===== src/rtl/fpu_issue_pkg.sv =====
// Shared types, reset constants and sizing helpers for the FPU issue scoreboard.
package fpu_issue_pkg;

    // Tag index width; a single tag still needs one bit to address it.
    function automatic int tag_width(input int max_out);
        return (max_out <= 2) ? 1 : $clog2(max_out);
    endfunction

    // Fixed-width control part of an issue entry (op and tag widths are per-instance).
    typedef struct packed {
        logic [2:0] rnd;
        logic [2:0] pre;
        logic       fd_en;
    } iss_ctrl_t;

    localparam iss_ctrl_t ISS_CTRL_RST = '{rnd: 3'd0, pre: 3'd0, fd_en: 1'b0};

    // Scoreboard reset values: every tag free, no destination recorded.
    localparam logic TAG_FREE = 1'b0;
    localparam logic FD_RST   = 1'b0;

endpackage


===== src/rtl/fpu_issue_scoreboard_if.sv =====
// Decoder, issue, writeback and regfile signals of the FPU issue stage.
interface fpu_issue_scoreboard_if #(
    parameter int FPLEN   = 16,
    parameter int NUM_FPR = 32,
    parameter int MAX_OUT = 4,
    parameter int OPW     = 24
);
    import fpu_issue_pkg::*;

    localparam int AW = $clog2(NUM_FPR);
    localparam int TW = tag_width(MAX_OUT);

    // decoder side
    logic               dec_valid;
    logic               dec_ready;
    logic [2:0]         dec_src_en;
    logic [AW-1:0]      dec_fs1;
    logic [AW-1:0]      dec_fs2;
    logic [AW-1:0]      dec_fs3;
    logic               dec_fd_en;
    logic [AW-1:0]      dec_fd;
    logic [OPW-1:0]     dec_op;
    logic [2:0]         dec_rnd;
    logic [2:0]         dec_pre;
    // execution-unit side
    logic               iss_valid;
    logic               iss_ready;
    logic [OPW-1:0]     iss_op;
    logic [2:0]         iss_rnd;
    logic [2:0]         iss_pre;
    logic               iss_fd_en;
    logic [TW-1:0]      iss_tag;
    logic               wb_valid;
    logic [TW-1:0]      wb_tag;
    logic [FPLEN-1:0]   wb_data;
    // register file write port
    logic               fpr_wen;
    logic [AW-1:0]      fpr_waddr;
    logic [FPLEN-1:0]   fpr_wdata;
    // control / status
    logic               flush;
    logic               wb_err;
    logic [TW:0]        outstanding;
    logic [NUM_FPR-1:0] busy_vec;

    modport slave (
        input  dec_valid, dec_src_en, dec_fs1, dec_fs2, dec_fs3, dec_fd_en, dec_fd,
               dec_op, dec_rnd, dec_pre, iss_ready, wb_valid, wb_tag, wb_data, flush,
        output dec_ready, iss_valid, iss_op, iss_rnd, iss_pre, iss_fd_en, iss_tag,
               fpr_wen, fpr_waddr, fpr_wdata, wb_err, outstanding, busy_vec
    );

    modport master (
        output dec_valid, dec_src_en, dec_fs1, dec_fs2, dec_fs3, dec_fd_en, dec_fd,
               dec_op, dec_rnd, dec_pre, iss_ready, wb_valid, wb_tag, wb_data, flush,
        input  dec_ready, iss_valid, iss_op, iss_rnd, iss_pre, iss_fd_en, iss_tag,
               fpr_wen, fpr_waddr, fpr_wdata, wb_err, outstanding, busy_vec
    );

endinterface


===== src/rtl/fpu_tag_alloc.sv =====
// Writeback-tag free list: lowest-index allocation, mask-based release, live count.
module fpu_tag_alloc
    import fpu_issue_pkg::*;
#(
    parameter int MAX_OUT = 4,
    parameter int TW      = tag_width(MAX_OUT)
) (
    input  logic               clk,
    input  logic               rst_l,
    input  logic               i_alloc,
    input  logic [MAX_OUT-1:0] i_free_mask,
    output logic               o_avail,
    output logic [TW-1:0]      o_tag,
    output logic [MAX_OUT-1:0] o_alloc_vec,
    output logic [TW:0]        o_count
);

    localparam int CW = TW + 1;

    logic [MAX_OUT-1:0] r_alloc;
    logic [MAX_OUT-1:0] w_set;
    logic [TW-1:0]      w_tag;
    logic [CW-1:0]      w_count;

    // Priority-encode the lowest free tag from the pre-edge free list.
    always_comb begin
        // NOTE: combinational blocks assign a default first and use blocking '=';
        // every path then drives w_tag, so no latch is inferred.
        w_tag = '0;
        for (int i = MAX_OUT - 1; i >= 0; i--) begin
            if (!r_alloc[i]) w_tag = TW'(i);
        end
    end

    // Population count of allocated tags.
    always_comb begin
        w_count = '0;
        for (int i = 0; i < MAX_OUT; i++) begin
            w_count = w_count + CW'(r_alloc[i]);
        end
    end

    assign w_set = i_alloc ? (MAX_OUT'(1) << w_tag) : '0;

    // Free-list bitmap: release first, then claim the chosen tag.
    always_ff @(posedge clk or negedge rst_l) begin
        // NOTE: state registers use non-blocking '<=' so every flop samples pre-edge values.
        if (!rst_l) r_alloc <= {MAX_OUT{TAG_FREE}};
        else        r_alloc <= (r_alloc & ~i_free_mask) | w_set;
    end

    assign o_avail     = ~&r_alloc;
    assign o_tag       = w_tag;
    assign o_alloc_vec = r_alloc;
    assign o_count     = w_count;

endmodule


===== src/rtl/fpu_issue_scoreboard.sv =====
// FPU issue stage: RAW/WAW scoreboard, one-entry issue register and tagged
// out-of-order writeback onto the FP register-file write port.
module fpu_issue_scoreboard
    import fpu_issue_pkg::*;
#(
    parameter int FPLEN   = 16,
    parameter int NUM_FPR = 32,
    parameter int MAX_OUT = 4,
    parameter int OPW     = 24
) (
    input  logic                   clk,
    input  logic                   rst_l,
    fpu_issue_scoreboard_if.slave  bus
);

    localparam int AW = $clog2(NUM_FPR);
    localparam int TW = tag_width(MAX_OUT);
    localparam int NT = 1 << TW;    // every value wb_tag can carry

    typedef struct packed {
        logic [OPW-1:0] op;
        iss_ctrl_t      ctrl;
        logic [TW-1:0]  tag;
    } iss_entry_t;

    localparam iss_entry_t ISS_RST = '{op: '0, ctrl: ISS_CTRL_RST, tag: '0};

    logic [MAX_OUT-1:0] w_alloc_vec;
    logic [NT-1:0]      w_alloc_pad;
    logic [NT-1:0]      w_free_pad;
    logic [MAX_OUT-1:0] w_free_mask;
    logic               w_avail;
    logic [TW-1:0]      w_alloc_tag;
    logic [TW:0]        w_count;
    logic [NUM_FPR-1:0] w_busy;
    logic               w_hazard;
    logic               w_accept;
    logic               w_alloc;
    logic               w_wb_hit;
    logic               w_flush_kill;
    logic [FPLEN-1:0]   w_wb_data;
    iss_entry_t         w_iss_load;

    logic [AW-1:0]      r_tag_fd [NT];
    iss_entry_t         r_iss;
    logic               r_iss_valid;
    logic               r_wb_err;

    fpu_tag_alloc #(
        .MAX_OUT (MAX_OUT),
        .TW      (TW)
    ) u_tag_alloc (
        .clk         (clk),
        .rst_l       (rst_l),
        .i_alloc     (w_alloc),
        .i_free_mask (w_free_mask),
        .o_avail     (w_avail),
        .o_tag       (w_alloc_tag),
        .o_alloc_vec (w_alloc_vec),
        .o_count     (w_count)
    );

    // A register is busy while any allocated tag names it as destination.
    always_comb begin
        w_busy = '0;
        for (int t = 0; t < MAX_OUT; t++) begin
            if (w_alloc_vec[t]) w_busy[r_tag_fd[t]] = 1'b1;
        end
    end

    assign w_hazard = (bus.dec_src_en[0] & w_busy[bus.dec_fs1])
                    | (bus.dec_src_en[1] & w_busy[bus.dec_fs2])
                    | (bus.dec_src_en[2] & w_busy[bus.dec_fs3])
                    | (bus.dec_fd_en     & w_busy[bus.dec_fd]);

    assign w_accept = bus.dec_valid & ~bus.flush & ~w_hazard
                    & (~bus.dec_fd_en | w_avail)
                    & (~r_iss_valid | bus.iss_ready);

    assign w_alloc      = w_accept & bus.dec_fd_en;
    assign w_alloc_pad  = NT'(w_alloc_vec);
    assign w_wb_hit     = bus.wb_valid & w_alloc_pad[bus.wb_tag];
    assign w_flush_kill = bus.flush & r_iss_valid & ~bus.iss_ready;

    // Tags released this edge: a valid writeback and/or the flushed un-issued op.
    always_comb begin
        w_free_pad = '0;
        if (w_wb_hit)                        w_free_pad[bus.wb_tag] = 1'b1;
        if (w_flush_kill && r_iss.ctrl.fd_en) w_free_pad[r_iss.tag]  = 1'b1;
    end

    assign w_free_mask = MAX_OUT'(w_free_pad);

    // Entry captured on accept; ops without a destination carry tag 0.
    always_comb begin
        w_iss_load            = ISS_RST;
        w_iss_load.op         = bus.dec_op;
        w_iss_load.ctrl.rnd   = bus.dec_rnd;
        w_iss_load.ctrl.pre   = bus.dec_pre;
        w_iss_load.ctrl.fd_en = bus.dec_fd_en;
        w_iss_load.tag        = bus.dec_fd_en ? w_alloc_tag : '0;
    end

    // Issue register: load on accept, drain on take or flush, otherwise hold.
    always_ff @(posedge clk or negedge rst_l) begin
        if (!rst_l) begin
            r_iss_valid <= 1'b0;
            r_iss       <= ISS_RST;
        end else if (w_accept) begin
            r_iss_valid <= 1'b1;
            r_iss       <= w_iss_load;
        end else if (bus.iss_ready || bus.flush) begin
            r_iss_valid <= 1'b0;
            r_iss       <= ISS_RST;
        end
    end

    // Destination register recorded against each newly allocated tag.
    always_ff @(posedge clk or negedge rst_l) begin
        if (!rst_l) begin
            // NOTE: this small table is reset so busy_vec and fpr_waddr never show X.
            for (int t = 0; t < NT; t++) r_tag_fd[t] <= {AW{FD_RST}};
        end else if (w_alloc) begin
            r_tag_fd[w_alloc_tag] <= bus.dec_fd;
        end
    end

    // One-cycle error pulse for a writeback to a free tag.
    always_ff @(posedge clk or negedge rst_l) begin
        if (!rst_l) r_wb_err <= 1'b0;
        else        r_wb_err <= bus.wb_valid & ~w_wb_hit;
    end

    assign w_wb_data = bus.wb_data;

    assign bus.dec_ready   = w_accept;
    assign bus.iss_valid   = r_iss_valid;
    assign bus.iss_op      = r_iss.op;
    assign bus.iss_rnd     = r_iss.ctrl.rnd;
    assign bus.iss_pre     = r_iss.ctrl.pre;
    assign bus.iss_fd_en   = r_iss.ctrl.fd_en;
    assign bus.iss_tag     = r_iss.tag;
    assign bus.fpr_wen     = w_wb_hit;
    assign bus.fpr_waddr   = r_tag_fd[bus.wb_tag];
    assign bus.fpr_wdata   = w_wb_data;
    assign bus.wb_err      = r_wb_err;
    assign bus.outstanding = w_count;
    assign bus.busy_vec    = w_busy;

endmodule


===== src/flat_wrapper.sv =====
// flat-port wrapper written by rule: the top's interface ports become plain ports
module fpu_issue_scoreboard_flat import fpu_issue_pkg::*;
#(
    parameter int FPLEN   = 16,
    parameter int NUM_FPR = 32,
    parameter int MAX_OUT = 4,
    parameter int OPW     = 24
)
  (clk, rst_l, bus_dec_valid, bus_dec_src_en, bus_dec_fs1, bus_dec_fs2, bus_dec_fs3, bus_dec_fd_en, bus_dec_fd, bus_dec_op, bus_dec_rnd, bus_dec_pre, bus_iss_ready, bus_wb_valid, bus_wb_tag, bus_wb_data, bus_flush, bus_dec_ready, bus_iss_valid, bus_iss_op, bus_iss_rnd, bus_iss_pre, bus_iss_fd_en, bus_iss_tag, bus_fpr_wen, bus_fpr_waddr, bus_fpr_wdata, bus_wb_err, bus_outstanding, bus_busy_vec);
  fpu_issue_scoreboard_if #(.FPLEN(FPLEN), .NUM_FPR(NUM_FPR), .MAX_OUT(MAX_OUT), .OPW(OPW)) bus_i ();
  input  logic clk;
  input  logic rst_l;
  input wire logic [$bits(bus_i.dec_valid)-1:0] bus_dec_valid;
  input wire logic [$bits(bus_i.dec_src_en)-1:0] bus_dec_src_en;
  input wire logic [$bits(bus_i.dec_fs1)-1:0] bus_dec_fs1;
  input wire logic [$bits(bus_i.dec_fs2)-1:0] bus_dec_fs2;
  input wire logic [$bits(bus_i.dec_fs3)-1:0] bus_dec_fs3;
  input wire logic [$bits(bus_i.dec_fd_en)-1:0] bus_dec_fd_en;
  input wire logic [$bits(bus_i.dec_fd)-1:0] bus_dec_fd;
  input wire logic [$bits(bus_i.dec_op)-1:0] bus_dec_op;
  input wire logic [$bits(bus_i.dec_rnd)-1:0] bus_dec_rnd;
  input wire logic [$bits(bus_i.dec_pre)-1:0] bus_dec_pre;
  input wire logic [$bits(bus_i.iss_ready)-1:0] bus_iss_ready;
  input wire logic [$bits(bus_i.wb_valid)-1:0] bus_wb_valid;
  input wire logic [$bits(bus_i.wb_tag)-1:0] bus_wb_tag;
  input wire logic [$bits(bus_i.wb_data)-1:0] bus_wb_data;
  input wire logic [$bits(bus_i.flush)-1:0] bus_flush;
  output wire logic [$bits(bus_i.dec_ready)-1:0] bus_dec_ready;
  output wire logic [$bits(bus_i.iss_valid)-1:0] bus_iss_valid;
  output wire logic [$bits(bus_i.iss_op)-1:0] bus_iss_op;
  output wire logic [$bits(bus_i.iss_rnd)-1:0] bus_iss_rnd;
  output wire logic [$bits(bus_i.iss_pre)-1:0] bus_iss_pre;
  output wire logic [$bits(bus_i.iss_fd_en)-1:0] bus_iss_fd_en;
  output wire logic [$bits(bus_i.iss_tag)-1:0] bus_iss_tag;
  output wire logic [$bits(bus_i.fpr_wen)-1:0] bus_fpr_wen;
  output wire logic [$bits(bus_i.fpr_waddr)-1:0] bus_fpr_waddr;
  output wire logic [$bits(bus_i.fpr_wdata)-1:0] bus_fpr_wdata;
  output wire logic [$bits(bus_i.wb_err)-1:0] bus_wb_err;
  output wire logic [$bits(bus_i.outstanding)-1:0] bus_outstanding;
  output wire logic [$bits(bus_i.busy_vec)-1:0] bus_busy_vec;
  assign bus_i.dec_valid = bus_dec_valid;
  assign bus_i.dec_src_en = bus_dec_src_en;
  assign bus_i.dec_fs1 = bus_dec_fs1;
  assign bus_i.dec_fs2 = bus_dec_fs2;
  assign bus_i.dec_fs3 = bus_dec_fs3;
  assign bus_i.dec_fd_en = bus_dec_fd_en;
  assign bus_i.dec_fd = bus_dec_fd;
  assign bus_i.dec_op = bus_dec_op;
  assign bus_i.dec_rnd = bus_dec_rnd;
  assign bus_i.dec_pre = bus_dec_pre;
  assign bus_i.iss_ready = bus_iss_ready;
  assign bus_i.wb_valid = bus_wb_valid;
  assign bus_i.wb_tag = bus_wb_tag;
  assign bus_i.wb_data = bus_wb_data;
  assign bus_i.flush = bus_flush;
  assign bus_dec_ready = bus_i.dec_ready;
  assign bus_iss_valid = bus_i.iss_valid;
  assign bus_iss_op = bus_i.iss_op;
  assign bus_iss_rnd = bus_i.iss_rnd;
  assign bus_iss_pre = bus_i.iss_pre;
  assign bus_iss_fd_en = bus_i.iss_fd_en;
  assign bus_iss_tag = bus_i.iss_tag;
  assign bus_fpr_wen = bus_i.fpr_wen;
  assign bus_fpr_waddr = bus_i.fpr_waddr;
  assign bus_fpr_wdata = bus_i.fpr_wdata;
  assign bus_wb_err = bus_i.wb_err;
  assign bus_outstanding = bus_i.outstanding;
  assign bus_busy_vec = bus_i.busy_vec;
  fpu_issue_scoreboard #(.FPLEN(FPLEN), .NUM_FPR(NUM_FPR), .MAX_OUT(MAX_OUT), .OPW(OPW)) u_core (.clk(clk), .rst_l(rst_l), .bus(bus_i));
endmodule

===== config.mk =====
export PLATFORM = sky130hd
export DESIGN_NAME = fpu_issue_scoreboard_flat
export DESIGN_NICKNAME = d
export VERILOG_FILES = /design/src/rtl/fpu_issue_pkg.sv /design/src/rtl/fpu_issue_scoreboard_if.sv /design/src/rtl/fpu_tag_alloc.sv /design/src/rtl/fpu_issue_scoreboard.sv /design/src/flat_wrapper.sv
export SDC_FILE = /design/constraint.sdc
export NUM_CORES = 1
export LEC_CHECK = 0
export BUFFER_PORTS_ARGS = -buffer_cell sky130_fd_sc_hd__buf_4
export CAP_MARGIN = 20
export CORE_MARGIN = 2
export CORE_UTILIZATION = 53
export DETAILED_ROUTE_END_ITERATION = 16
export GPL_TIMING_DRIVEN = 0
export PLACE_DENSITY = 0.84
export SLEW_MARGIN = 40
export SYNTH_ARGS = -nofsm -noshare
export SYNTH_HDL_FRONTEND = slang
export SYNTH_SLANG_ARGS = --single-unit

===== constraint.sdc =====
create_clock -name clk -period 6.8 [get_ports clk]
set_input_delay 2.04 -clock clk [delete_from_list [all_inputs] [get_ports clk]]
set_output_delay 2.04 -clock clk [all_outputs]
set_load 0.02 [all_outputs]

# [After elaboration in Yosys (flattened, before gate mapping)]
# Index checks and enable logic that the tools add are counted.
[op_classes] n_addsub=3 muxes=44 div=0 eq_ne=0 n_lt_le_gt_ge=19 shifts=1 bitwise=33 multipliers=0 n_reduce_logical=12
[ops] op="2-to-1 mux 32 bit" count=4
[ops] op="bitwise OR 32 bit" count=3
[ops] op="2-to-1 mux 33 bit" count=2
[ops] op="< comparator 5 x 6 -> 1 bit (second input constant)" count=8
[ops] op="binary-select mux 1 bit (select 5 bit)" count=4
[ops] op="bitwise mux 20 bit" count=1
[ops] op="demux 1 bit (select 5 bit)" count=4
[ops] op=">= comparator 5 x 1 -> 1 bit (second input constant)" count=4
[ops] op="2-to-1 mux 5 bit" count=3
[ops] op="AND 1 bit" count=13
[ops] op="2-to-1 mux 1 bit" count=13
[ops] op="2-to-1 mux 4 bit" count=3
[ops] op="binary-select mux 5 bit (select 2 bit)" count=1
[ops] op="demux 5 bit (select 2 bit)" count=1
[ops] op="2-to-1 mux 2 bit" count=5
[ops] op="logical AND 1 bit" count=8
[ops] op="bitwise OR 4 bit" count=2
[ops] op=">= comparator 3 bit (second input constant)" count=2
[ops] op="< comparator 2 x 3 -> 1 bit (second input constant)" count=2
[ops] op="NOT 1 bit" count=6
[ops] op="NOT 2 -> 3 bit" count=2
[ops] op="bitwise OR 1 bit" count=5
[ops] op="AND 4 bit" count=1
[ops] op="demux 1 bit (select 2 bit)" count=2
[ops] op="other kinds (12)" count=13
[totals] mem_count=0 latch_bits=0 register_bits=59 inputBits=78 rom_bits=0 output_inout_bits=93 wordCells=124 mem_bits_rw=0

# [Longest topological paths before layout]
# Gate-level depths: netlist of the first run.
[depth] depth_word=24 depth_mapped=12 ltp_nobuf=10

# [Hierarchy]
# Synthesis of the first run repeated with hierarchy kept, for this count alone.
[hier_totals] hier_cells=587 area_unflattened_um2=5371.4
[modules_own_cells] mod="fpu_issue_scoreboard" n_inst=1 cells_per_inst=562 area_each_um2=5112.4 seq_area_each_um2=1376.3
[modules_own_cells] mod="fpu_tag_alloc" n_inst=1 cells_per_inst=25 area_each_um2=259.0 seq_area_each_um2=100.1

# [Worst setup path after synthesis of the first run]
# No wires, ideal clock.
[synth_timing] path_kind="input-to-output" startpoint="in bus_dec_fs2[1]" endpoint="out bus_dec_ready" t_required_ns=4.760 setup_slack_ns=0.583 path_buffers=3 path_stages=9 t_arrival_ns=4.177 path_cell_list="clkbuf_1 clkbuf_1 o21ai_0 a211oi_1 o211ai_1 nor4_4 o211ai_4 buf_6 inv_1"
[synth_via] elab_chain_len=10
[synth_lines] element="start: declaration" line_no="flat_wrapper.sv:16" rtl="input wire logic [$bits(bus_i.dec_fs2)-1:0] bus_dec_fs2;"
[synth_lines] element="binary-select mux 1 bit (select 5 bit)" line_no="fpu_issue_scoreboard.sv:72" rtl="| (bus.dec_src_en[1] & w_busy[bus.dec_fs2])"
[synth_lines] element="2-to-1 mux 1 bit (not written as such)" line_no="fpu_issue_scoreboard.sv:72"
[synth_lines] element="AND 1 bit" line_no="fpu_issue_scoreboard.sv:72"
[synth_lines] element="bitwise OR 1 bit" line_no="fpu_issue_scoreboard.sv:72"
[synth_lines] element="bitwise OR 1 bit" line_no="fpu_issue_scoreboard.sv:73" rtl="| (bus.dec_src_en[2] & w_busy[bus.dec_fs3])"
[synth_lines] element="bitwise OR 1 bit" line_no="fpu_issue_scoreboard.sv:74" rtl="| (bus.dec_fd_en & w_busy[bus.dec_fd]);"
[synth_lines] element="NOT 1 bit" line_no="fpu_issue_scoreboard.sv:76" rtl="assign w_accept = bus.dec_valid & ~bus.flush & ~w_hazard"
[synth_lines] element="AND 1 bit" line_no="fpu_issue_scoreboard.sv:76"
[synth_lines] element="AND 1 bit" line_no="fpu_issue_scoreboard.sv:77" rtl="& (~bus.dec_fd_en | w_avail)"
[synth_lines] element="AND 1 bit" line_no="fpu_issue_scoreboard.sv:78" rtl="& (~r_iss_valid | bus.iss_ready);"
[synth_lines] element="end: declaration" line_no="flat_wrapper.sv:28" rtl="output wire logic [$bits(bus_i.dec_ready)-1:0] bus_dec_ready;"
# No other way between the ends. The select of a mux whose other input is x is not followed.

# [Worst setup path in the final report of the first run]
# Same ends and word-level chain as after synthesis.

==> results of run 1 <==
worst max-delay path, delay by kind of cell:
kind                   cells  cell delay (ns)
AND/OR/NAND/NOR            1             0.38
AO/OA/AOI/OAI              4             0.79
buffers and inverters      6             1.29
what timing repair did:
item,CTS,global route
pin swaps,2,0
resized for setup,1,4
setup buffers,2,0
setup endpoints to repair,1,1
registers in the layout (all words and copies together), names as in the netlist:
| register | count |
|---|---|
| u_core.bus.iss_fd_en | 1 |
| u_core.u_tag_alloc.o_alloc_vec | 4 |
| u_core.bus.iss_pre | 3 |
| u_core.bus.iss_rnd | 3 |
| u_core.bus.iss_op | 24 |
| u_core.bus.iss_tag | 2 |
| u_core.bus.iss_valid | 1 |
| u_core.r_tag_fd | 20 |
| u_core.bus.wb_err | 1 |
how the worst max path moves through the flow:
stage | depth (start not counted) | endpoint | start
after floorplan | 9 | bus_dec_ready | bus_dec_fs2[1]
after global placement | 11 | bus_dec_ready | bus_dec_fs2[1]
after detailed placement | 11 | bus_dec_ready | bus_dec_fs2[1]
after CTS | 12 | bus_dec_ready | bus_dec_fs3[0]
after global routing | 11 | bus_dec_ready | bus_dec_fd[2]
final | 11 | bus_dec_ready | bus_dec_fs2[1]
cell type report:
cell class	instances	area, sq um	share of cell area, %
Clock inverter	2	35.0	0.501
Multi-Input combinational cell	465	3390	48.4
Inverter	73	278	3.97
Buffer	66	347	4.95
Tap cell	136	170	2.43
Clock buffer	12	165	2.36
Timing Repair Buffer	150	1140	16.3
Sequential cell	59	1480	21.1
cells by family (layout without fill, tap and decap cells):
kind of cell | after synthesis | after routing | share of synthesized area, %
and+or+nand+nor | 215 | 215 | 22.7
AOI/OAI and AO/OA | 180 | 180 | 23.1
buffers and inverters | 139 | 303 | 11.3
muxes | 66 | 66 | 14.9
DFF | 59 | 59 | 27.0
adders and majority gates | 4 | 4 | 1.05
routing by layer:
layer | up-vias | wire length, um | track usage (%)
li1 | 2779 | - | -
met1 | 2993 | 8430 | 51.4
met2 | 579 | 10500 | 64.5
met3 | 105 | 2710 | 6.56
met4 | 0 | 1330 | 20.4
met5 | - | 0 | 0
where the power goes:
part           internal, uW  leakage [uW]  switching (uW)
registers               399      0.000792            41.8
clock network           195      0.000104             140
logic                   256       0.00252             400
Yosys cell counts, types with 4 or more instances:
library cell	instances
sky130_fd_sc_hd__o22ai_1	60
sky130_fd_sc_hd__o2111ai_1	5
sky130_fd_sc_hd__buf_2	12
sky130_fd_sc_hd__inv_1	70
sky130_fd_sc_hd__a32oi_1	4
sky130_fd_sc_hd__and2_1	4
sky130_fd_sc_hd__buf_4	16
sky130_fd_sc_hd__or2_1	15
sky130_fd_sc_hd__dfrtp_1	59
sky130_fd_sc_hd__nor2_1	33
sky130_fd_sc_hd__a2111oi_0	4
sky130_fd_sc_hd__mux4_2	10
sky130_fd_sc_hd__nor3_1	25
sky130_fd_sc_hd__mux2_2	24
sky130_fd_sc_hd__o21ai_0	32
sky130_fd_sc_hd__a211oi_1	4
sky130_fd_sc_hd__o22a_1	4
sky130_fd_sc_hd__nand2b_1	8
sky130_fd_sc_hd__nand3_1	9
sky130_fd_sc_hd__clkbuf_1	33
sky130_fd_sc_hd__nand4b_1	12
sky130_fd_sc_hd__nand4bb_1	9
sky130_fd_sc_hd__nand2_1	56
sky130_fd_sc_hd__nand4_1	6
sky130_fd_sc_hd__o211ai_1	13
sky130_fd_sc_hd__mux2i_1	32
sky130_fd_sc_hd__a21oi_1	10
sky130_fd_sc_hd__a31oi_1	4
sky130_fd_sc_hd__nor2b_1	7
per-stage QoR:
| stage | TNS (ns) | instance area, sq um | setup slack (ns) | cells | hold slack, ns |
|---|---|---|---|---|---|
| finish | 0 | 7000 | 0.238 | 963 | 0.537 |
| global route | 0 | 7000 | 0.119 | 963 | 0.561 |
| CTS | 0 | 6970 | 0.175 | 962 | 0.542 |
| detailed placement | -0.143 | 6750 | -0.143 | 946 | 0.528 |
| global placement | -0.0899 | 6750 | -0.0899 | 946 | 0.514 |
| floorplan | 0 | 5480 | 0.583 | 663 | 0.547 |
==> qor.txt, run 1 <==
FLOORPLANNING
--------------------------------------------------------------------------------
Number of cell rows                                                           37
Count of pins on the block boundary                                          171
DIE WIDTH                                                                 106 um
CORE AREA                                                            10200 sq um
Die Ht                                                                    106 um
Overall die area                                                     11200 sq um
Starting utilization of the core area                                      53.8%

STA
--------------------------------------------------------------------------------
Slew Viols, Final                                                              0
Final Hold Violating Endpoints                                                 0
Post-route fraction of the period consumed by the critical path            96.5%
Unrepaired setup endpoints after global routing                            false
Maximum operating frequency                                              152 MHz
Setup Skew                                                             0.0146 ns
Final setup viols                                                              0
Transition time of the tightest slew-check pin                          0.756 ns
Relative slew margins                                                      49.4%
Post-route minimum period                                                6.56 ns

FINAL LAYOUT
--------------------------------------------------------------------------------
Fraction of final layout cells sized beyond drive strength 1               30.5%
Filler cell count                                                            790
Final nets                                                                   906
Most common cell after layout, fill and taps aside                  sky130_fd_sc_hd__buf_4
Final core utilization                                                     68.7%
Top library cells by usage in the layout, fill and taps aside       sky130_fd_sc_hd__buf_4, sky130_fd_sc_hd__inv_1, sky130_fd_sc_hd__o22ai_1
Count of inserted antenna diode cells                                          0
Area added between synthesis and finish                                    27.8%

LOGIC SYNTHESIS
--------------------------------------------------------------------------------
Share of synthesized flip-flops with an asynchronous set or reset           100%
Cell taking the most area after synthesis                           sky130_fd_sc_hd__dfrtp_1
Post-synth cell types                                                         73
Net count of the mapped netlist                                              745
Ys Warns                                                                       0
Most area-consuming cells after synthesis                           sky130_fd_sc_hd__dfrtp_1, sky130_fd_sc_hd__o22ai_1, sky130_fd_sc_hd__mux2i_1
Post-synth design cell area                                           5480 sq um
Proportion of synthesized chip area in sequential cells                    27.0%
Area share of the largest cell type after synthesis                        27.0%
Number of synthesized register bits                                           59
Mean cell area of the mapped netlist                                  8.26 sq um
Number of synthesized flops with an enable pin                                 0
Most frequently used flop master after synthesis                    sky130_fd_sc_hd__dfrtp_1
Cell count after synthesis                                                   663

SETUP PATH
--------------------------------------------------------------------------------
Crit-path max cell delay                                                 0.45 ns
Endpoint of the worst register-to-register path                     u_core.bus.iss_op[11]$_DFFE_PN0P_
Arrival time worst endpoint                                              4.52 ns
Slowest stage cell on the critical path                             sky130_fd_sc_hd__clkbuf_1
Critical Path Fanout Max                                                      10
Reg2reg start                                                       u_core.u_tag_alloc.o_alloc_vec[2]$_DFF_PN0_
R2r setup slk                                                            2.88 ns
Type of origin of the critical path                                    input pin
Category of the critical setup timing path                          input pin to output port
CP Capture Type                                                      output port
Data required time of the worst path                                     4.76 ns
Ordered cell list for the critical path                             buf_4, clkbuf_1, clkbuf_1, o21ai_0, a32oi_1, a41oi_1, nor4_4, o211ai_4, buf_6, inv_1, buf_4
Logic depth of the worst register-to-register path                            11

CTS
--------------------------------------------------------------------------------
Clock root buffer                                                   sky130_fd_sc_hd__clkbuf_8
TritonCTS clock tree                                                       built
Cts-stage hold buffer count                                                    0
Clock transition at the registers of the reported paths                  0.06 ns
Latest clock arrival within the worst-skew pair                          0.35 ns
Buffer depth of the longest clock path                                         2
H-tree level count                                                             3
Total clock buffers created by CTS                                             9
Number of clock sinks                                                         59

RUN
--------------------------------------------------------------------------------
Max-cap violations                                                             0

WORST HOLD PATH
--------------------------------------------------------------------------------
Hold Crit Class                                                     register to register
End point of the worst hold path                                    u_core.bus.iss_op[19]$_DFFE_PN0P_
WHS Path Cells                                                                 2
Min-Delay Startpoint                                                u_core.bus.iss_op[19]$_DFFE_PN0P_

ROUTING
--------------------------------------------------------------------------------
Routed wire length per instance                                          23.9 um
Drt first-iter violations                                                    651
Total number of vias                                                        6456
DRT Wirelength                                                          23000 um
DRT antenna net count                                                          0
DRC Markers                                                                    0
Drt pass-1 iters                                                               6
Average vias per placed instance                                            6.70

GLOBAL ROUTING
--------------------------------------------------------------------------------
Total global-route track usage                                             39.8%
Initial antenna violation count                                                0
Pin count of the biggest net entering global routing                          60
Wire length of the first global-routing pass                            34600 um
Global route overflow                                                          0
Vias in the first global route                                              6222

PLACEMENT
--------------------------------------------------------------------------------
Detailed-placement wirelength estimate                                  16800 um
Buffers added on ports                                                       147
Final weighted congestion in routability-driven placement                   1.01

PWR
--------------------------------------------------------------------------------
Total power of the final layout                                          1430 uW
Worst supply voltage drop on vdd                                        0.296 mV
Power per Cell Area                                                  205 nW/um^2
Static leakage                                                        0.00342 uW

STATUS
--------------------------------------------------------------------------------
Outcome                                                                completed

(Power assumes the default switching activity.)
==> run 2, diff against run 1 <==
--- a/config.mk
+++ b/config.mk
@@ -11,7 +11,7 @@
 export CORE_UTILIZATION = 53
 export DETAILED_ROUTE_END_ITERATION = 16
 export GPL_TIMING_DRIVEN = 0
-export PLACE_DENSITY = 0.84
+export PLACE_DENSITY = 0.82
 export SLEW_MARGIN = 40
 export SYNTH_ARGS = -nofsm -noshare
 export SYNTH_HDL_FRONTEND = slang
==> run 2 against run 1 <==
Global-route usage up 1.8 points. Fmax down 1.1%. Critical endpoint unchanged. Largest cell class unchanged. Final cell count up 0.52%. First-iteration DRC count up 28%. Combinational power up 2%. Largest power group unchanged. Cell area up 0.38%.
==> qor.txt, run 2 (same netlist as run 1, synthesis figures left out) <==
FINAL LAYOUT
------------------------------------------------------------------------------------
Filler cell count                                                                752   -4.8%
Final core utilization                                                         69.0%   +0.26 points
Final standard cell area without fillers                                  7020 sq um   +0.38%
Footprint of the flip-flops and latches                                   1480 sq um   unchanged
Fraction of final layout cells sized beyond drive strength 1                   30.6%   +0.094 points
Top library cells by usage in the layout, fill and taps aside           sky130_fd_sc_hd__buf_4, sky130_fd_sc_hd__inv_1, sky130_fd_sc_hd__o22ai_1
Post-route insts no fill                                                         968   +0.52%
Flip-flop count of the largest register after layout                              24   unchanged
Final nets                                                                       908   +0.22%
Most common cell after layout, fill and taps aside                      sky130_fd_sc_hd__buf_4
Area added between synthesis and finish                                        28.2%
Area of combinational cells with multiple inputs                          3390 sq um   unchanged

SETUP PATH
------------------------------------------------------------------------------------
Arrival time worst endpoint                                                  4.60 ns   +0.08 ns
Worst Setup SP                                                          bus_dec_fs1[2]
Slowest stage cell on the critical path                                 sky130_fd_sc_hd__a221oi_1
Cell family with the largest share of critical-path delay               buffers and inverters
Critical Path Fanout Max                                                          10   unchanged
R2r setup slk                                                                2.83 ns   -0.05 ns
Type of origin of the critical path                                        input pin
Worst setup endpoint                                                    bus_dec_ready
Ordered cell list for the critical path                                 clkbuf_1, clkinv_1, nand2_1, o2111ai_1, a221oi_1, nor4_2, nor3_4, o211ai_4, buf_6, inv_1, buf_4
Category of the critical setup timing path                              input pin to output port
Critical path depth                                                               11   unchanged
Reg2reg start                                                           u_core.u_tag_alloc.o_alloc_vec[2]$_DFF_PN0_
CP Capture Type                                                          output port
Data required time of the worst path                                         4.76 ns   about the same
Endpoint of the worst register-to-register path                         u_core.bus.iss_op[3]$_DFFE_PN0P_
Crit-path max cell delay                                                     0.42 ns   -0.03 ns
Count of buffering cells on the critical path with inverters included              5   -1
Logic depth of the worst register-to-register path                                11   unchanged

WORST HOLD PATH
------------------------------------------------------------------------------------
Hold Crit Class                                                         register to register

STA
------------------------------------------------------------------------------------
Final setup viols                                                                  0   unchanged
Maximum operating frequency                                                  151 MHz   -1.1%
Transition time of the tightest slew-check pin                              0.866 ns   +0.110 ns
Setup Skew                                                                0.00752 ns   -0.00705 ns
Post-route fraction of the period consumed by the critical path                97.6%   +1.1 points
Post-route minimum period                                                    6.64 ns   +0.0739 ns
Final Hold Violating Endpoints                                                     0   unchanged
Final setup TNS                                                                 0 ns   unchanged
Relative slew margins                                                          42.3%   -7.2 points
Slew Viols, Final                                                                  0   unchanged

PWR
------------------------------------------------------------------------------------
Worst supply voltage drop on vdd                                            0.258 mV   -13%
Static leakage                                                            0.00342 uW   +0.21%
Power per Cell Area                                                      211 nW/um^2   +3.1%

GLOBAL ROUTING
------------------------------------------------------------------------------------
Pin count of the biggest net entering global routing                              60   unchanged
Initial antenna violation count                                                    0   unchanged
Total global-route track usage                                                 41.6%   +1.8 points
Wire length of the first global-routing pass                                36000 um   +4.0%
Global route overflow                                                              0   unchanged
Vias in the first global route                                                  6479   +4.1%

CTS
------------------------------------------------------------------------------------
Buffer depth of the longest clock path                                             2   unchanged
Number of clock sinks                                                             59   unchanged
Total clock buffers created by CTS                                                 9   unchanged
H-tree level count                                                                 3   unchanged
Clock root buffer                                                       sky130_fd_sc_hd__clkbuf_8
Clock transition at the registers of the reported paths                      0.07 ns   about the same
TritonCTS clock tree                                                           built
Cts-stage hold buffer count                                                        0   unchanged
Latest clock arrival within the worst-skew pair                              0.35 ns   about the same

ROUTING
------------------------------------------------------------------------------------
DRT antenna net count                                                              0   unchanged
Drt first-iter violations                                                        832   +28%
Routed wire length per instance                                              24.7 um   +3.3%
DRT Wirelength                                                              23900 um   +3.8%
Average vias per placed instance                                                6.90   +3.0%
Drt pass-1 iters                                                                   8   +2
Total number of vias                                                            6684   +3.5%
DRC Markers                                                                        0   unchanged

FLOORPLANNING
------------------------------------------------------------------------------------
DIE WIDTH                                                                     106 um   unchanged
Starting utilization of the core area                                          53.8%   unchanged
Overall die area                                                         11200 sq um   unchanged
CORE AREA                                                                10200 sq um   unchanged
Number of cell rows                                                               37   unchanged
Count of pins on the block boundary                                              171   unchanged
Die Ht                                                                        106 um   unchanged

STATUS
------------------------------------------------------------------------------------
Outcome                                                                    completed

PLACEMENT
------------------------------------------------------------------------------------
Detailed-placement wirelength estimate                                      17000 um   +1.3%
Cell Count Post-Placement                                                        946   unchanged
Final weighted congestion in routability-driven placement                       1.07   +6.7%
Total cell area at the placement stage                                    6750 sq um   unchanged
Buffers added on ports                                                           147   unchanged

RUN
------------------------------------------------------------------------------------
Max-cap violations                                                                 0   unchanged

## run 2: changes by cell type in the layout (fill, tap and decap cells not counted), sizes merged
cell,delta
diode,+1
clkinv,+2
clkbuf,-2
buf,+2
bufinv,+1
clkinvlp,+1
## run 2: where the power goes
group | total (uW) | internal, uW | leakage [uW] | switching [uW]
registers | 444 | 399 | 0.000792 | 45.4
clock network | 369 | 216 | 0.000108 | 153
logic | 669 | 258 | 0.00252 | 411
total | 1480 | 873 | 0.00342 | 609
## run 2: layout make-up
cell class	count	share of cell area, %
diodes	1	0.0356
multi-input cells	465	48.2
clock inverters	6	1.26
well taps	136	2.42
flip-flops and latches	59	21.0
repair buffers	152	16.2
clock buffers	10	1.96
plain buffers	66	4.92
inverters	73	3.90
## run 2: per-stage QoR
stage	power (uW)	setup WS (ns)	hold WS [ns]
CTS	1450	0.00871	0.547
global placement	1050	-0.0156	0.515
detailed placement	1070	-0.0857	0.533
global route	1520	-0.00219	0.570
floorplan	837	0.583	0.547
finish	1480	0.165	0.545
## run 2: timing repair
action | CTS | global route
gates resized for setup | 0 | 2
endpoints found under the setup margin | 1 | 1
buffers inserted | 1 | 4
pin swaps | 2 | 1
## run 2: worst min path at each step
stage | start | end | slack [ns] | cells after the start
final | u_core.bus.iss_op[13]$_DFFE_PN0P_ | u_core.bus.iss_op[13]$_DFFE_PN0P_ | 0.54 | 2
after global placement | u_core.bus.iss_op[8]$_DFFE_PN0P_ | u_core.bus.iss_op[8]$_DFFE_PN0P_ | 0.52 | 2
after floorplan | u_core.r_tag_fd[9]$_DFFE_PN0P_ | u_core.r_tag_fd[9]$_DFFE_PN0P_ | 0.55 | 1
after detailed placement | u_core.bus.iss_op[21]$_DFFE_PN0P_ | u_core.bus.iss_op[21]$_DFFE_PN0P_ | 0.53 | 2
after global routing | u_core.bus.iss_op[18]$_DFFE_PN0P_ | u_core.bus.iss_op[18]$_DFFE_PN0P_ | 0.57 | 2
after CTS | u_core.bus.iss_op[7]$_DFFE_PN0P_ | u_core.bus.iss_op[7]$_DFFE_PN0P_ | 0.55 | 2
## run 2: per-layer routing
layer	routed length (um)	track usage [%]	vias up
li1	-	-	2783
met1	8390	50.8	3081
met2	10600	67.3	657
met3	3360	11.6	163
met4	1530	21.4	0
met5	0	0	-
## run 2: worst reg2reg max path: cells and delay by family (launching register included)
family	cells	cell delay, ns
buffers and inverters	2	0.62
multiplexers	1	0.28
AND/OR/NAND/NOR	3	0.74
AO/OA/AOI/OAI	5	1.71
flip-flops	1	0.52
==> run 3, diff against run 2 <==
--- a/config.mk
+++ b/config.mk
@@ -11,8 +11,8 @@
 export CORE_UTILIZATION = 53
 export DETAILED_ROUTE_END_ITERATION = 16
 export GPL_TIMING_DRIVEN = 0
-export PLACE_DENSITY = 0.82
-export SLEW_MARGIN = 40
+export PLACE_DENSITY = 0.83
 export SYNTH_ARGS = -nofsm -noshare
 export SYNTH_HDL_FRONTEND = slang
+export SYNTH_HIERARCHICAL = 1
 export SYNTH_SLANG_ARGS = --single-unit
==> constraint.sdc (replaced) <==
create_clock -name clk -period 6.8 [get_ports clk]
set_input_delay 1.36 -clock clk [delete_from_list [all_inputs] [get_ports clk]]
set_output_delay 1.36 -clock clk [all_outputs]
set_load 0.02 [all_outputs]
==> run 3 against run 2 <==
Fmax rose by 16%. Setup slack improved by 0.92 ns. Cell area fell by 2.5%. Synthesized cell count fell by 11%. Highest routed layer unchanged.
==> qor.txt, run 3 <==
FINAL LAYOUT
------------------------------------------------------------------------------------
Count of inserted antenna diode cells                                              0   -1
Most common cell after layout, fill and taps aside                      sky130_fd_sc_hd__buf_4
Post-route insts no fill                                                         880   -9.1%
Filler cell count                                                                721   -4.1%
Flip-flop count of the largest register after layout                              24   unchanged
Final standard cell area without fillers                                  6850 sq um   -2.5%
Top library cells by usage in the layout, fill and taps aside           sky130_fd_sc_hd__buf_4, sky130_fd_sc_hd__dfrtp_1, sky130_fd_sc_hd__inv_1
Final nets                                                                       824   -9.3%
Area added between synthesis and finish                                        27.5%
Fraction of final layout cells sized beyond drive strength 1                   34.4%   +3.8 points

SETUP PATH
------------------------------------------------------------------------------------
Arrival time worst endpoint                                                  4.35 ns   -0.25 ns
Critical Path Fanout Max                                                          10   unchanged
Category of the critical setup timing path                              register to output port
Cell mode on critical path                                              sky130_fd_sc_hd__buf_4
Ordered cell list for the critical path                                 clkbuf_1, nor4bb_1, a221oi_1, mux4_2, o21ai_1, a21oi_1, or4_4, nand3_1, buf_4, buf_6, inv_1, buf_4
Slowest stage cell on the critical path                                 sky130_fd_sc_hd__nor4bb_1
Crit-path max cell delay                                                     0.84 ns   +0.42 ns
Cell family with the largest share of critical-path delay               simple AND/OR/NAND/NOR gates
CP Capture Type                                                          output port
Count of buffering cells on the critical path with inverters included              5   unchanged
Data required time of the worst path                                         5.44 ns   +0.68 ns
Type of origin of the critical path                                         register

STA
------------------------------------------------------------------------------------
Maximum operating frequency                                                  175 MHz   +16%
Hold slack final                                                            0.534 ns   -0.0104 ns
Setup Skew                                                                0.00785 ns   +0.000331 ns
Slew Viols, Final                                                                  0   unchanged
Final Hold Violating Endpoints                                                     0   unchanged
Post-route minimum period                                                    5.71 ns   -0.923 ns
Final setup viols                                                                  0   unchanged
Final setup TNS                                                                 0 ns   unchanged
Transition time of the tightest slew-check pin                               1.20 ns   +0.330 ns
Relative slew margins                                                          20.3%   -22 points
Unrepaired setup endpoints after global routing                                false
Post-route fraction of the period consumed by the critical path                84.0%   -14 points

GLOBAL ROUTING
------------------------------------------------------------------------------------
Vias in the first global route                                                  5611   -13%
Pin count of the biggest net entering global routing                              60   unchanged
Total global-route track usage                                                 36.7%   -4.9 points
Global route overflow                                                              0   unchanged
Wire length of the first global-routing pass                                31700 um   -12%
Initial antenna violation count                                                    0   unchanged

CTS
------------------------------------------------------------------------------------
Latest clock arrival within the worst-skew pair                              0.33 ns   -0.02 ns
Clock transition at the registers of the reported paths                      0.07 ns   about the same
Buffer depth of the longest clock path                                             2   unchanged
H-tree level count                                                                 3   unchanged
Number of clock sinks                                                             59   unchanged
Cells resized by post-CTS repair                                                   0   unchanged
Cts-stage hold buffer count                                                        0   unchanged
Post-CTS setup-driven buffer insertion count                                       0   -1
TritonCTS clock tree                                                           built
Clock root buffer                                                       sky130_fd_sc_hd__clkbuf_8
Total clock buffers created by CTS                                                 9   unchanged

LOGIC SYNTHESIS
------------------------------------------------------------------------------------
Mux cell area share after synthesis                                            23.7%   +8.8 points
Dominant cell by count in the synthesized netlist                       sky130_fd_sc_hd__dfrtp_1
Synthesized-area fraction occupied by xor and xnor cells                          0%   unchanged
Cell count after synthesis                                                       587   -11%
Synthesized-area fraction occupied by adder cells                              1.07%   +0.021 points
Mean cell area of the mapped netlist                                      9.15 sq um   +11%
Most area-consuming cells after synthesis                               sky130_fd_sc_hd__dfrtp_1, sky130_fd_sc_hd__mux4_2, sky130_fd_sc_hd__mux2i_1
Largest family of logic cells by synthesized area                       multiplexers
Ys Warns                                                                           6   +6
Cell taking the most area after synthesis                               sky130_fd_sc_hd__dfrtp_1
Proportion of synthesized chip area in sequential cells                        27.5%   +0.53 points
Most frequently used flop master after synthesis                        sky130_fd_sc_hd__dfrtp_1
Area share of the largest cell type after synthesis                            27.5%   +0.53 points
Share of synthesized flip-flops with an asynchronous set or reset               100%   unchanged
Post-synth design cell area                                               5370 sq um   -1.9%
Share of the synthesized area in compound gates (AO/OA/AOI/OAI)                16.7%   -6.4 points
Area fraction in and, or, nand and nor cells after synthesis                   20.5%   -2.2 points
Number of synthesized register bits                                               59   unchanged
Most instantiated cells after synthesis                                 sky130_fd_sc_hd__dfrtp_1, sky130_fd_sc_hd__inv_1, sky130_fd_sc_hd__nand2_1, sky130_fd_sc_hd__mux2i_1, sky130_fd_sc_hd__o22ai_1
Post-synth cell types                                                             66   -9.6%
Net count of the mapped netlist                                                  669   -10%
Number of synthesized flops with an enable pin                                     0   unchanged

ROUTING
------------------------------------------------------------------------------------
DRC Markers                                                                        0   unchanged
Routed wire length per instance                                              23.2 um   -6.1%
DRT Wirelength                                                              20400 um   -15%
Average vias per placed instance                                                6.73   -2.6%
Drt first-iter violations                                                        888   +6.7%
DRT antenna net count                                                              0   unchanged
Drt pass-1 iters                                                                   7   -1
Total number of vias                                                            5919   -11%

FLOORPLANNING
------------------------------------------------------------------------------------
Overall die area                                                         11000 sq um   -1.8%
Starting utilization of the core area                                          54.7%   +0.93 points
DIE WIDTH                                                                     105 um   -0.93%
CORE AREA                                                                 9820 sq um   -3.6%
Die Ht                                                                        105 um   -0.93%
Count of pins on the block boundary                                              171   unchanged
Number of cell rows                                                               36   -2.7%

PLACEMENT
------------------------------------------------------------------------------------
Detailed-placement wirelength estimate                                      15200 um   -11%
Cell Count Post-Placement                                                        864   -8.7%
Total cell area at the placement stage                                    6620 sq um   -1.9%
Final weighted congestion in routability-driven placement                       1.04   -3.1%
Buffers added on ports                                                           144   -2.0%

PWR
------------------------------------------------------------------------------------
Power per Cell Area                                                      334 nW/um^2   +58%
Worst supply voltage drop on vdd                                            0.407 mV   +58%
Total power of the final layout                                              2290 uW   +54%
Static leakage                                                            0.00336 uW   -1.8%

WORST HOLD PATH
------------------------------------------------------------------------------------
Hold Crit Class                                                         register to register

RUN
------------------------------------------------------------------------------------
Max-cap violations                                                                 0   unchanged

STATUS
------------------------------------------------------------------------------------
Outcome                                                                    completed

[run 3: cell count changes after synthesis, moves of 7 or more]
cell / previous run / this run
sky130_fd_sc_hd__o21ai_0: 32 / 4
sky130_fd_sc_hd__nor3_1: 25 / 8
sky130_fd_sc_hd__o22ai_1: 60 / 43
sky130_fd_sc_hd__mux4_2: 10 / 23
sky130_fd_sc_hd__or2_1: 15 / 2
sky130_fd_sc_hd__inv_1: 70 / 58
sky130_fd_sc_hd__mux2i_1: 32 / 43
sky130_fd_sc_hd__nor2_1: 33 / 23
sky130_fd_sc_hd__o211ai_1: 13 / 3
sky130_fd_sc_hd__nand2b_1: 8 / 17
sky130_fd_sc_hd__clkbuf_1: 33 / 26
sky130_fd_sc_hd__o221ai_1: 2 / 9
[run 3: final cells by class]
cell class              instances  area (sq um)  share of cell area [%]
plain buffers                  59           327                    4.77
clock inverters                 4          72.6                    1.06
flip-flops and latches         59          1480                    21.6
repair buffers                144          1080                    15.8
clock buffers                  12           155                    2.27
inverters                      63           236                    3.45
well taps                     133           166                    2.43
multi-input cells             406          3330                    48.7
[run 3: path summary, 6_finish.rpt]
| check | start | to | slack, ns | cells past startpoint |
|---|---|---|---|---|
| min in group asynchronous | rst_l | u_core/bus.iss_op[18]$_DFFE_PN0P_ | 1.10 | 1 |
| hold reg to reg | u_core/bus.iss_op[10]$_DFFE_PN0P_ | u_core/bus.iss_op[10]$_DFFE_PN0P_ | 0.53 | 2 |
| hold / removal | u_core/bus.iss_op[10]$_DFFE_PN0P_ | u_core/bus.iss_op[10]$_DFFE_PN0P_ | 0.53 | 2 |
| max in group asynchronous | rst_l | u_core/bus.iss_op[2]$_DFFE_PN0P_ | 5.23 | 1 |
| setup / recovery | u_core/r_tag_fd[13]$_DFFE_PN0P_ | bus_dec_ready | 1.09 | 12 |
| setup reg to reg | u_core/r_tag_fd[5]$_DFFE_PN0P_ | u_core/u_tag_alloc/o_alloc_vec[2]$_DFF_PN0_ | 2.48 | 14 |
[run 3: kinds of logic (layout without fill, tap and decap cells)]
logic type               after synthesis  count (layout)
buffers and inverters                122             282
adder cells (fa/ha/maj)                4               4
multiplexers                          95              95
flip-flops                            59              59
AO/OA/AOI/OAI                        117             117
AND/OR/NAND/NOR                      190             190
[run 3: tightest hold or removal path, cell delays in order (launching register included)]
cell                      delay, ns
sky130_fd_sc_hd__dfrtp_1       0.38
sky130_fd_sc_hd__nand2_1       0.06
sky130_fd_sc_hd__mux2i_1       0.06
[run 3: metrics by stage]
| stage | setup WS (ns) | util (%) |
|---|---|---|
| after CTS | 1.32 | 69.7 |
| after global routing | 1.11 | 69.7 |
| after detailed placement | 1.48 | 67.4 |
| after floorplan | 1.85 | - |
| after global placement | 1.48 | 67.4 |
| final | 1.09 | 69.7 |
[run 3: where the power goes]
part           internal, uW  leakage [uW]  switching (uW)
clock network           226      0.000113             137
registers               442      0.000775             116
logic                   554       0.00247             815
total                  1220       0.00336            1070
[run 3: per-layer routing]
layer  track usage [%]  part of all wire [%]
met1              48.9                    37
met3              6.86                    12
met4              12.7                   3.7
met2              60.3                    47
met5                 0                     0
